--- src/rtl/divfp_iterative_if.sv ---
// Handshake bundle for the iterative FP divider: operand request and result response.
interface divfp_iterative_if #(
  parameter int unsigned EXP_W  = 5,
  parameter int unsigned MANT_W = 10
);
  localparam int unsigned W = 1 + EXP_W + MANT_W;

  logic         i_Valid;
  logic         o_Ready;
  logic [W-1:0] i_Dividend;
  logic [W-1:0] i_Divisor;
  logic         o_Valid;
  logic         i_Ready;
  logic [W-1:0] o_Quotient;
  logic [3:0]   o_Flags;
  logic         o_Exception;

  modport slave (
    input  i_Valid, i_Dividend, i_Divisor, i_Ready,
    output o_Ready, o_Valid, o_Quotient, o_Flags, o_Exception
  );

  modport master (
    output i_Valid, i_Dividend, i_Divisor, i_Ready,
    input  o_Ready, o_Valid, o_Quotient, o_Flags, o_Exception
  );
endinterface

--- src/rtl/divfp_iterative.sv ---
// Multi-cycle IEEE-754-style divider: radix-2 restoring quotient, one bit per clock,
// round-to-nearest-even, subnormals flushed to zero.
module divfp_iterative #(
  parameter int unsigned EXP_W  = 5,
  parameter int unsigned MANT_W = 10
) (
  input  logic               i_Clock,
  input  logic               i_Reset_n,
  divfp_iterative_if.slave   bus
);
  localparam int unsigned W     = 1 + EXP_W + MANT_W;
  localparam int unsigned QBITS = MANT_W + 3;
  localparam int unsigned MW    = MANT_W + 1;
  localparam int unsigned RW    = MANT_W + 2;
  localparam int unsigned FW    = MANT_W + 1;
  localparam int unsigned EW    = EXP_W + 2;
  localparam int unsigned CW    = $clog2(QBITS);
  localparam int unsigned BIAS  = (1 << (EXP_W - 1)) - 1;
  localparam logic [EXP_W-1:0]        EXP_ONES = '1;
  localparam logic signed [EW-1:0]    E_MAX    = EW'((1 << EXP_W) - 1);

  typedef enum logic [1:0] {IDLE, DIVIDE, ROUND, DONE} state_e;

  state_e                  state_q, state_d;
  logic [CW-1:0]           cnt_q, cnt_d;
  logic [RW-1:0]           rem_q, rem_d;
  logic [QBITS-1:0]        quo_q, quo_d;
  logic [MW-1:0]           mb_q, mb_d;
  logic                    sign_q, sign_d;
  logic signed [EW-1:0]    exp_q, exp_d;
  logic [W-1:0]            result_q, result_d;
  logic [3:0]              flags_q, flags_d;
  logic                    exc_q, exc_d;
  logic                    valid_q, valid_d;
  logic                    ready_q, ready_d;

  // Operand field decode
  logic                sa, sb;
  logic [EXP_W-1:0]    ea, eb;
  logic [MANT_W-1:0]   fa, fb;
  logic                a_zero, b_zero, a_inf, b_inf, a_nan, b_nan, invalid;

  assign sa = bus.i_Dividend[W-1];
  assign sb = bus.i_Divisor[W-1];
  assign ea = bus.i_Dividend[W-2 -: EXP_W];
  assign eb = bus.i_Divisor[W-2 -: EXP_W];
  assign fa = bus.i_Dividend[MANT_W-1:0];
  assign fb = bus.i_Divisor[MANT_W-1:0];

  assign a_zero  = (ea == '0);
  assign b_zero  = (eb == '0);
  assign a_inf   = (ea == EXP_ONES) && (fa == '0);
  assign b_inf   = (eb == EXP_ONES) && (fb == '0);
  assign a_nan   = (ea == EXP_ONES) && (fa != '0);
  assign b_nan   = (eb == EXP_ONES) && (fb != '0);
  assign invalid = a_nan || b_nan || (a_zero && b_zero) || (a_inf && b_inf);

  // One restoring step; the partial remainder stays below Mb so its MSB drops on the shift
  logic          q_bit;
  logic [RW-2:0] rem_nx;

  always_comb begin
    q_bit  = (rem_q >= RW'(mb_q));
    rem_nx = q_bit ? (RW-1)'(rem_q - RW'(mb_q)) : rem_q[RW-2:0];
  end

  // Normalise and round the finished quotient
  logic [MANT_W-1:0]    frac_raw;
  logic                 guard, sticky;
  logic [FW-1:0]        frac_inc;
  logic signed [EW-1:0] e_rnd;
  logic [W-1:0]         rnd_result;
  logic [3:0]           rnd_flags;

  always_comb begin
    if (quo_q[QBITS-1]) begin
      frac_raw = quo_q[QBITS-2:2];
      guard    = quo_q[1];
      sticky   = quo_q[0] | (|rem_q);
      e_rnd    = exp_q;
    end else begin
      frac_raw = quo_q[QBITS-3:1];
      guard    = quo_q[0];
      sticky   = |rem_q;
      e_rnd    = exp_q - EW'(1);
    end
    frac_inc = {1'b0, frac_raw} + FW'(guard & (sticky | frac_raw[0]));
    if (frac_inc[MANT_W]) e_rnd = e_rnd + EW'(1);

    if (!e_rnd[EW-1] && (e_rnd >= E_MAX)) begin
      rnd_result = {sign_q, EXP_ONES, MANT_W'(0)};
      rnd_flags  = 4'b0010;
    end else if (e_rnd[EW-1] || (e_rnd == '0)) begin
      rnd_result = {sign_q, (W-1)'(0)};
      rnd_flags  = 4'b0001;
    end else begin
      rnd_result = {sign_q, e_rnd[EXP_W-1:0], frac_inc[MANT_W-1:0]};
      rnd_flags  = 4'b0000;
    end
  end

  always_ff @(posedge i_Clock or negedge i_Reset_n) begin
    if (!i_Reset_n) begin
      state_q  <= IDLE;
      cnt_q    <= '0;
      rem_q    <= '0;
      quo_q    <= '0;
      mb_q     <= '0;
      sign_q   <= 1'b0;
      exp_q    <= '0;
      result_q <= '0;
      flags_q  <= '0;
      exc_q    <= 1'b0;
      valid_q  <= 1'b0;
      ready_q  <= 1'b1;
    end else begin
      state_q  <= state_d;
      cnt_q    <= cnt_d;
      rem_q    <= rem_d;
      quo_q    <= quo_d;
      mb_q     <= mb_d;
      sign_q   <= sign_d;
      exp_q    <= exp_d;
      result_q <= result_d;
      flags_q  <= flags_d;
      exc_q    <= exc_d;
      valid_q  <= valid_d;
      ready_q  <= ready_d;
    end
  end

  always_comb begin
    state_d  = state_q;
    cnt_d    = cnt_q;
    rem_d    = rem_q;
    quo_d    = quo_q;
    mb_d     = mb_q;
    sign_d   = sign_q;
    exp_d    = exp_q;
    result_d = result_q;
    flags_d  = flags_q;
    exc_d    = exc_q;

    unique case (state_q)
      IDLE: begin
        if (bus.i_Valid) begin
          sign_d = sa ^ sb;
          if (invalid) begin
            result_d = {1'b0, EXP_ONES, 1'b1, (MANT_W-1)'(0)};
            flags_d  = 4'b1000;
            exc_d    = 1'b1;
            state_d  = DONE;
          end else if (a_inf) begin
            result_d = {sa ^ sb, EXP_ONES, MANT_W'(0)};
            flags_d  = 4'b0000;
            exc_d    = 1'b0;
            state_d  = DONE;
          end else if (b_zero) begin
            result_d = {sa ^ sb, EXP_ONES, MANT_W'(0)};
            flags_d  = 4'b0100;
            exc_d    = 1'b1;
            state_d  = DONE;
          end else if (a_zero || b_inf) begin
            result_d = {sa ^ sb, (W-1)'(0)};
            flags_d  = 4'b0000;
            exc_d    = 1'b0;
            state_d  = DONE;
          end else begin
            rem_d   = RW'({1'b1, fa});
            mb_d    = {1'b1, fb};
            quo_d   = '0;
            cnt_d   = '0;
            exp_d   = EW'(ea) - EW'(eb) + EW'(BIAS);
            state_d = DIVIDE;
          end
        end
      end
      DIVIDE: begin
        quo_d = {quo_q[QBITS-2:0], q_bit};
        rem_d = {rem_nx, 1'b0};
        if (cnt_q == CW'(QBITS - 1)) begin
          cnt_d   = '0;
          state_d = ROUND;
        end else begin
          cnt_d = cnt_q + CW'(1);
        end
      end
      ROUND: begin
        result_d = rnd_result;
        flags_d  = rnd_flags;
        exc_d    = 1'b0;
        state_d  = DONE;
      end
      DONE: begin
        if (bus.i_Ready) state_d = IDLE;
      end
      default: state_d = IDLE;
    endcase

    valid_d = (state_d == DONE);
    ready_d = (state_d == IDLE);
  end

  assign bus.o_Ready     = ready_q;
  assign bus.o_Valid     = valid_q;
  assign bus.o_Quotient  = result_q;
  assign bus.o_Flags     = flags_q;
  assign bus.o_Exception = exc_q;
endmodule

--- src/flat_wrapper.sv ---
// flat-port wrapper written by rule: the top's interface ports become plain ports
module divfp_iterative_flat 
#(
  parameter int unsigned EXP_W  = 5,
  parameter int unsigned MANT_W = 10
)
  (i_Clock, i_Reset_n, bus_i_Valid, bus_i_Dividend, bus_i_Divisor, bus_i_Ready, bus_o_Ready, bus_o_Valid, bus_o_Quotient, bus_o_Flags, bus_o_Exception);
  divfp_iterative_if #(.EXP_W(EXP_W), .MANT_W(MANT_W)) bus_i ();
  input  logic i_Clock;
  input  logic i_Reset_n;
  input wire logic [$bits(bus_i.i_Valid)-1:0] bus_i_Valid;
  input wire logic [$bits(bus_i.i_Dividend)-1:0] bus_i_Dividend;
  input wire logic [$bits(bus_i.i_Divisor)-1:0] bus_i_Divisor;
  input wire logic [$bits(bus_i.i_Ready)-1:0] bus_i_Ready;
  output wire logic [$bits(bus_i.o_Ready)-1:0] bus_o_Ready;
  output wire logic [$bits(bus_i.o_Valid)-1:0] bus_o_Valid;
  output wire logic [$bits(bus_i.o_Quotient)-1:0] bus_o_Quotient;
  output wire logic [$bits(bus_i.o_Flags)-1:0] bus_o_Flags;
  output wire logic [$bits(bus_i.o_Exception)-1:0] bus_o_Exception;
  assign bus_i.i_Valid = bus_i_Valid;
  assign bus_i.i_Dividend = bus_i_Dividend;
  assign bus_i.i_Divisor = bus_i_Divisor;
  assign bus_i.i_Ready = bus_i_Ready;
  assign bus_o_Ready = bus_i.o_Ready;
  assign bus_o_Valid = bus_i.o_Valid;
  assign bus_o_Quotient = bus_i.o_Quotient;
  assign bus_o_Flags = bus_i.o_Flags;
  assign bus_o_Exception = bus_i.o_Exception;
  divfp_iterative #(.EXP_W(EXP_W), .MANT_W(MANT_W)) u_core (.i_Clock(i_Clock), .i_Reset_n(i_Reset_n), .bus(bus_i));
endmodule
--- config.mk ---
export PLATFORM = sky130hd
export DESIGN_NAME = divfp_iterative_flat
export DESIGN_NICKNAME = d
export VERILOG_FILES = /design/src/rtl/divfp_iterative_if.sv /design/src/rtl/divfp_iterative.sv /design/src/flat_wrapper.sv
export SDC_FILE = /design/constraint.sdc
export NUM_CORES = 1
export LEC_CHECK = 0
export CAP_MARGIN = 20
export CORE_UTILIZATION = 58
export DETAILED_ROUTE_END_ITERATION = 8
export PLACE_DENSITY = 0.82
export SYNTH_ARGS = -nofsm -noshare
export SYNTH_HDL_FRONTEND = slang
export SYNTH_SLANG_ARGS = --single-unit
--- constraint.sdc ---
create_clock -name i_Clock -period 9.05 [get_ports i_Clock]
set_clock_uncertainty 0.2 [all_clocks]
set_input_delay 0.905 -clock i_Clock [delete_from_list [all_inputs] [get_ports i_Clock]]
set_output_delay 0.905 -clock i_Clock [all_outputs]
set_load 0.01 [all_outputs]
==> results of run 1 <==
-- per-stage QoR --
step	utilization, %	total power [mW]	hold WS, ns	instance area [um2]	std cells
after global placement	68.8	1.74	0.236	5430	683
after floorplan	-	1.47	0.218	4810	549
after CTS	71.7	2.10	0.262	5660	699
final	71.8	2.10	0.269	5670	700
after global routing	71.8	2.29	0.312	5670	700
after detailed placement	68.8	1.80	0.244	5430	683
-- layer usage --
layer | GRT usage [%] | wire length [um] | vias to the layer above
met1 | 37.0 | 4990 | 2057
met5 | 0 | 0 | -
met3 | 3.50 | 337 | 23
li1 | - | - | 2056
met2 | 48.7 | 5570 | 98
met4 | 10.5 | 295 | 0
-- path summary, 6_finish.rpt --
| check | from | to | slack, ns | depth (start not counted) |
|---|---|---|---|---|
| max reg2reg | u_core.quo_q[12] | u_core.bus.o_Quotient[0] | 4.74 | 11 |
| min | u_core.mb_q[10] | u_core.mb_q[10] | 0.27 | 2 |
| min in group asynchronous | i_Reset_n | u_core.bus.o_Flags[3] | 0.55 | 2 |
| max in group asynchronous | i_Reset_n | u_core.quo_q[8] | 7.49 | 2 |
| min reg2reg | u_core.mb_q[10] | u_core.mb_q[10] | 0.27 | 2 |
| max | u_core.quo_q[12] | u_core.bus.o_Quotient[0] | 4.74 | 11 |
-- final cells by class --
class                   instances  area, um2  share of cell area [%]
inverters                      29        109                    1.92
multi-input cells             416       2750                    48.6
well taps                     102        128                    2.25
repair buffers                 64        621                    11.0
clock inverters                 6       91.3                    1.61
flip-flops and latches         73       1830                    32.3
clock buffers                  10        138                    2.43
-- critical path: cells and delay by family (launching register included) --
family,cells,cell delay [ns]
compound gates,3,0.76
fa+ha+maj,1,0.20
xor+xnor,1,0.18
flops,1,1.00
simple gates,6,1.86
-- registers in the layout (all words and copies together) (netlist names), 2 cells and up --
name and cells:
u_core.bus.o_Flags 4, u_core.exp_q 7, u_core.rem_q 12, u_core.bus.o_Quotient 16, u_core.mb_q 11, u_core.quo_q 13
u_core.cnt_q 4, u_core.state_q 2
-- cell usage in the layout, fill, tap and decap left out, types with 14 or more instances in the layout --
cell type,Yosys,routed
nand2_1,71,71
nor2_1,27,27
o21ai_0,51,51
xnor2_1,20,20
a21oi_1,29,29
inv_1,29,29
clkdlybuf4s50_1,0,57
xor2_1,14,14
mux2i_1,19,19
dfrtp_1,72,72
ha_1,22,22
nand3_1,18,18
-- cells by family after synthesis --
logic type | share of synthesized area (%)
simple gates | 19.1
buf+inv | 5.07
mux | 5.20
flops | 38.0
fa+ha+maj | 6.55
xor+xnor | 6.19
compound gates | 19.9
-- power groups by stage --
stage                     clock, mW  combinational, mW  sequential [mW]
after floorplan                   0              0.899            0.576
after global placement            0               1.12            0.624
after detailed placement          0               1.16            0.633
after CTS                     0.297               1.17            0.629
after global routing          0.310               1.32            0.656
final                         0.295               1.18            0.632
==> results.txt, run 1 <==
final hold vios -> 0
core area -> 7890 um2
share of layout cells above drive strength 1 -> 6.02%
sw frac -> 44.0%
PortBufs -> 58
clock group share of total power -> 14.0%
die span in y -> 93.1 um
CTS Hold Bufs -> 0
Static Leak -> 2.46 nW
largest cells by area after synthesis -> dfrtp_1 (37%), ha_1 (5.7%), nand2_1 (5.5%)
Hold Path Class -> flip-flop to flip-flop
Cells after Synth -> 549
Routability Congestion -> 0.867
drt drc -> 0
final antenna-violating net count -> 0
CP Data Arrival Time -> 4.35 ns
Layout area overhead -> 17.7%
GRT Residual Overflow -> 0
P_sw -> 927 uW
Seq pwr share -> 30.0%
Slew headroom -> 34.2%
Synth top cells by count -> dfrtp_1 (72), nand2_1 (71), o21ai_0 (51)
Boundary Pins -> 59
H-Tree Depth -> 3
Clock Path Buffers -> 2
flops & latches, synth -> 73
die area -> 8670 um2
CP Max Fanout -> 30
most numerous cell in the Yosys netlist -> dfrtp_1
min setup slack post-route -> 4.74 ns
RSZ-0062 raised after global routing -> no
CP max stage cell -> dfrtp_1
initial antenna violation count -> 0
crit share post-route -> 47.6%
vias per cell -> 6.05
Worst VDD drop -> 0.221 mV
maximum clock frequency -> 0.232 GHz
mapped cell area -> 4810 um2
CTS Buf Count -> 9
fill count -> 611
Comb power frac -> 56.0%
setup_tns -> 0 ns
max cap viols -> 0
cell taking the most area after synthesis -> dfrtp_1
Root Driver -> clkbuf_8
maximum number of pins on one net before global-route repair -> 74
most frequent CP cell -> nand2_1
async set or reset register ratio after synthesis -> 100%
via count -> 4234
Power Density -> 371 nW/um2
pin slew with the least headroom to its limit -> 0.983 ns
WP data required -> 9.09 ns
clock slew at reported path FFs -> 0.08 ns
Syn Area/Cell -> 8.77 um2
die width -> 93.1 um
gr usage total -> 28.4%
Worst setup EP type -> flip-flop
Initial DRC Count -> 224
sequential fraction of the synthesis area -> 38.0%
row count -> 32
crit path time final -> 4.31 ns
Antenna diodes -> 0
P_int -> 1.18 mW
crit start category -> flip-flop
Synth cell types -> 57
worst-path cell chain -> nand2_1, a21boi_0, ha_1, nand2_1, nor4_4, o2111ai_1, nor3_1, xor2_1, or3_4, and2_1, a22o_1
run status -> finished, final reports clean
pre-CTS WS -> 4.83 ns
CTS tree -> done
Slew Limit Fails -> 0
CTS sink count -> 73
detailed placer's ending HPWL -> 8200 um
clk_lat worst skew -> 0.34 ns
area share of the largest cell type after synthesis -> 37.4%
Syn Nets -> 609
Post-synth top flop -> dfrtp_1
first-pass GRT wire length -> 19500 um
vias in the first global route -> 4194
Starting Density -> 61.0%
Ys Warns -> 0
Avg WL per Cell -> 16.0 um
Post-synth EDFFs -> 0
final setup vio count -> 0
Largest stage delay, worst path -> 1.00 ns
fin nets -> 653
Total Wirelength -> 11200 um
post-CTS sizing -> 0
drt pass-1 iters -> 4
# Post-CTS Setup Buffers -> 0
critical path class -> flip-flop to flip-flop
No activity file was read; power rests on OpenSTA's default activity.
==> inputs of run 2 (changes only) <==
--- a/config.mk
+++ b/config.mk
@@ -6,9 +6,9 @@
 export NUM_CORES = 1
 export LEC_CHECK = 0
 export CAP_MARGIN = 20
-export CORE_UTILIZATION = 58
+export CORE_UTILIZATION = 51
 export DETAILED_ROUTE_END_ITERATION = 8
-export PLACE_DENSITY = 0.82
+export PLACE_DENSITY = 0.76
 export SYNTH_ARGS = -nofsm -noshare
 export SYNTH_HDL_FRONTEND = slang
 export SYNTH_SLANG_ARGS = --single-unit
==> constraint.sdc (replaced) <==
create_clock -name i_Clock -period 3.95 [get_ports i_Clock]
set_clock_uncertainty 0.2 [all_clocks]
set_input_delay 0.395 -clock i_Clock [delete_from_list [all_inputs] [get_ports i_Clock]]
set_output_delay 0.395 -clock i_Clock [all_outputs]
set_load 0.01 [all_outputs]
==> run 2 against run 1 <==
Register-to-register slack got worse by 4.5 ns. Sequential power rose by 120%. Via count fell by 1.2%. Core utilization fell by 9.9 points. Total power rose by 130%. Final cell count rose by 2.0%. Combinational power rose by 130%. Global-route usage fell by 4.7 points. Sequential share of layout area fell by 0.14 points. Die area rose by 13%. Critical path depth did not move.
==> results.txt, run 2 (synthesis gave the netlist of run 1 again) <==
Initial DRC Count -> 161 (-28%)
first-pass GRT wire length -> 18600 um (-4.6%)
via count -> 4185 (-1.2%)
Avg WL per Cell -> 15.6 um (-2.7%)
final setup vio count -> 0 (unchanged)
fin nets -> 658 (+0.77%)
maximum number of pins on one net before global-route repair -> 74 (unchanged)
Routability Congestion -> 0.895 (+3.2%)
core area -> 9200 um2 (+17%)
final hold vios -> 0 (unchanged)
vias in the first global route -> 3835 (-8.6%)
PortBufs -> 58 (unchanged)
maximum clock frequency -> 0.270 GHz (+16%)
Layout area overhead -> 18.2%
crit start category -> flip-flop
Largest stage delay, worst path -> 0.57 ns (-0.43 ns)
gr usage total -> 23.7% (-4.7 points)
run status -> finished, final reports clean
critical path class -> flip-flop to flip-flop
fin util -> 61.9% (-9.9 points)
crit share post-route -> 93.7% (+46 points)
CP max stage cell -> dfrtp_1
die width -> 99.2 um (+6.5%)
drt drc -> 0 (unchanged)
Antenna diodes -> 0 (unchanged)
leading cell type in the layout, fill and taps excluded -> dfrtp_1
pin slew with the least headroom to its limit -> 0.913 ns (-0.0695 ns)
Post-Layout Cell Count -> 714 (+2.0%)
initial antenna violation count -> 0 (unchanged)
H-Tree Depth -> 3 (unchanged)
CTS Buf Count -> 9 (unchanged)
clk_lat worst skew -> 0.34 ns (about the same)
min setup slack post-route -> 0.248 ns (-4.49 ns)
die area -> 9830 um2 (+13%)
WP data required -> 3.99 ns (-5.10 ns)
Static Leak -> 2.46 nW (+0.12%)
Starting Density -> 52.3% (-8.7 points)
pre-CTS WS -> 0.0520 ns (-4.77 ns)
Clock Path Buffers -> 2 (unchanged)
Hold Path Class -> input pin to async pin
setup_tns -> 0 ns (unchanged)
CTS Hold Bufs -> 0 (unchanged)
worst-path cell chain -> nand2b_1, a21boi_0, ha_1, nand2_1, nor4_4, o2111ai_1, nor3_2, xor2_1, or3_4, and2_1, a22o_1
Total Wirelength -> 11100 um (-0.71%)
CP Data Arrival Time -> 3.74 ns (-0.61 ns)
Boundary Pins -> 59 (unchanged)
Worst setup EP type -> flip-flop
Pwr Total -> 4.76 mW (+130%)
Slew headroom -> 39.1% (+4.9 points)
CTS tree -> done
placed cells -> 696 (+1.9%)
crit path time final -> 3.70 ns (-0.606 ns)
final antenna-violating net count -> 0 (unchanged)
Worst VDD drop -> 0.585 mV (+170%)
Slew Limit Fails -> 0 (unchanged)
drt pass-1 iters -> 5 (+1)
GRT Residual Overflow -> 0 (unchanged)
CTS sink count -> 73 (unchanged)
Root Driver -> clkbuf_8
most frequent cells in the layout -> dfrtp_1 (72), nand2_1 (71), clkdlybuf4s50_1 (57), o21ai_0 (51)
max FFs per register -> 16 (unchanged)
max cap viols -> 0 (unchanged)
die span in y -> 99.2 um (+6.5%)
share of layout cells above drive strength 1 -> 7.13% (+1.1 points)
clock slew at reported path FFs -> 0.08 ns (about the same)
vias per cell -> 5.86 (-3.1%)
detailed placer's ending HPWL -> 8130 um (-0.87%)
row count -> 35 (+9.4%)
CP Max Fanout -> 14 (-53%)
Power Density -> 836 nW/um2 (+130%)
## run 2: where the power goes
| group | switching (mW) | total [mW] | internal (mW) |
|---|---|---|---|
| Sequential | 0.345 | 1.42 | 1.08 |
| Clock | 0.297 | 0.587 | 0.290 |
| Combinational | 1.50 | 2.75 | 1.25 |
## run 2: worst paths after layout
check                      slack [ns]              from  cells past startpoint                        to
hold reg to reg                  0.28   u_core.mb_q[10]                      2           u_core.mb_q[10]
setup / recovery                 0.25  u_core.quo_q[12]                     11  u_core.bus.o_Quotient[0]
min in group i_Clock             0.28   u_core.mb_q[10]                      2           u_core.mb_q[10]
setup reg to reg                 0.25  u_core.quo_q[12]                     11  u_core.bus.o_Quotient[0]
max in group asynchronous        2.90         i_Reset_n                      2           u_core.exp_q[0]
hold / removal                   0.06         i_Reset_n                      2     u_core.bus.o_Flags[0]
## run 2: through the flow
step | hold WS [ns] | instance area, um2
5_1_grt | 0.155 | 5690
2_1_floorplan | -0.101 | 4810
4_1_cts | 0.0957 | 5670
3_3_place_gp | 0.252 | 5470
3_5_place_dp | 0.258 | 5470
6_report | 0.0617 | 5690
## run 2: final cells by class
class,count,area (um2)
fillers,792,3510
multi-input cells,416,2760
flip-flops and latches,73,1830
repair buffers,69,658
well taps,111,139
clock buffers,9,124
inverters,29,109
clock inverters,7,71.3
## run 2: critical path, delay by kind of cell (launching register included)
| family | cells | cell delay [ns] |
|---|---|---|
| flip-flops | 1 | 0.57 |
| adder cells (fa/ha/maj) | 1 | 0.21 |
| AO/OA/AOI/OAI | 3 | 0.73 |
| AND/OR/NAND/NOR | 6 | 1.71 |
| XOR/XNOR | 1 | 0.17 |
## run 2: per-layer routing
layer | wire length, um | track usage, % | vias up
li1 | - | - | 2060
met1 | 5260 | 32.5 | 1994
met2 | 5280 | 39.0 | 108
met3 | 383 | 3.02 | 23
met4 | 204 | 8.26 | 0
met5 | 0 | 0 | -
## run 2: timing repair
action / CTS / global route
setup buffers: 0 / 2
gates resized for setup: 0 / 2
endpoints found under the setup margin: 0 / 14
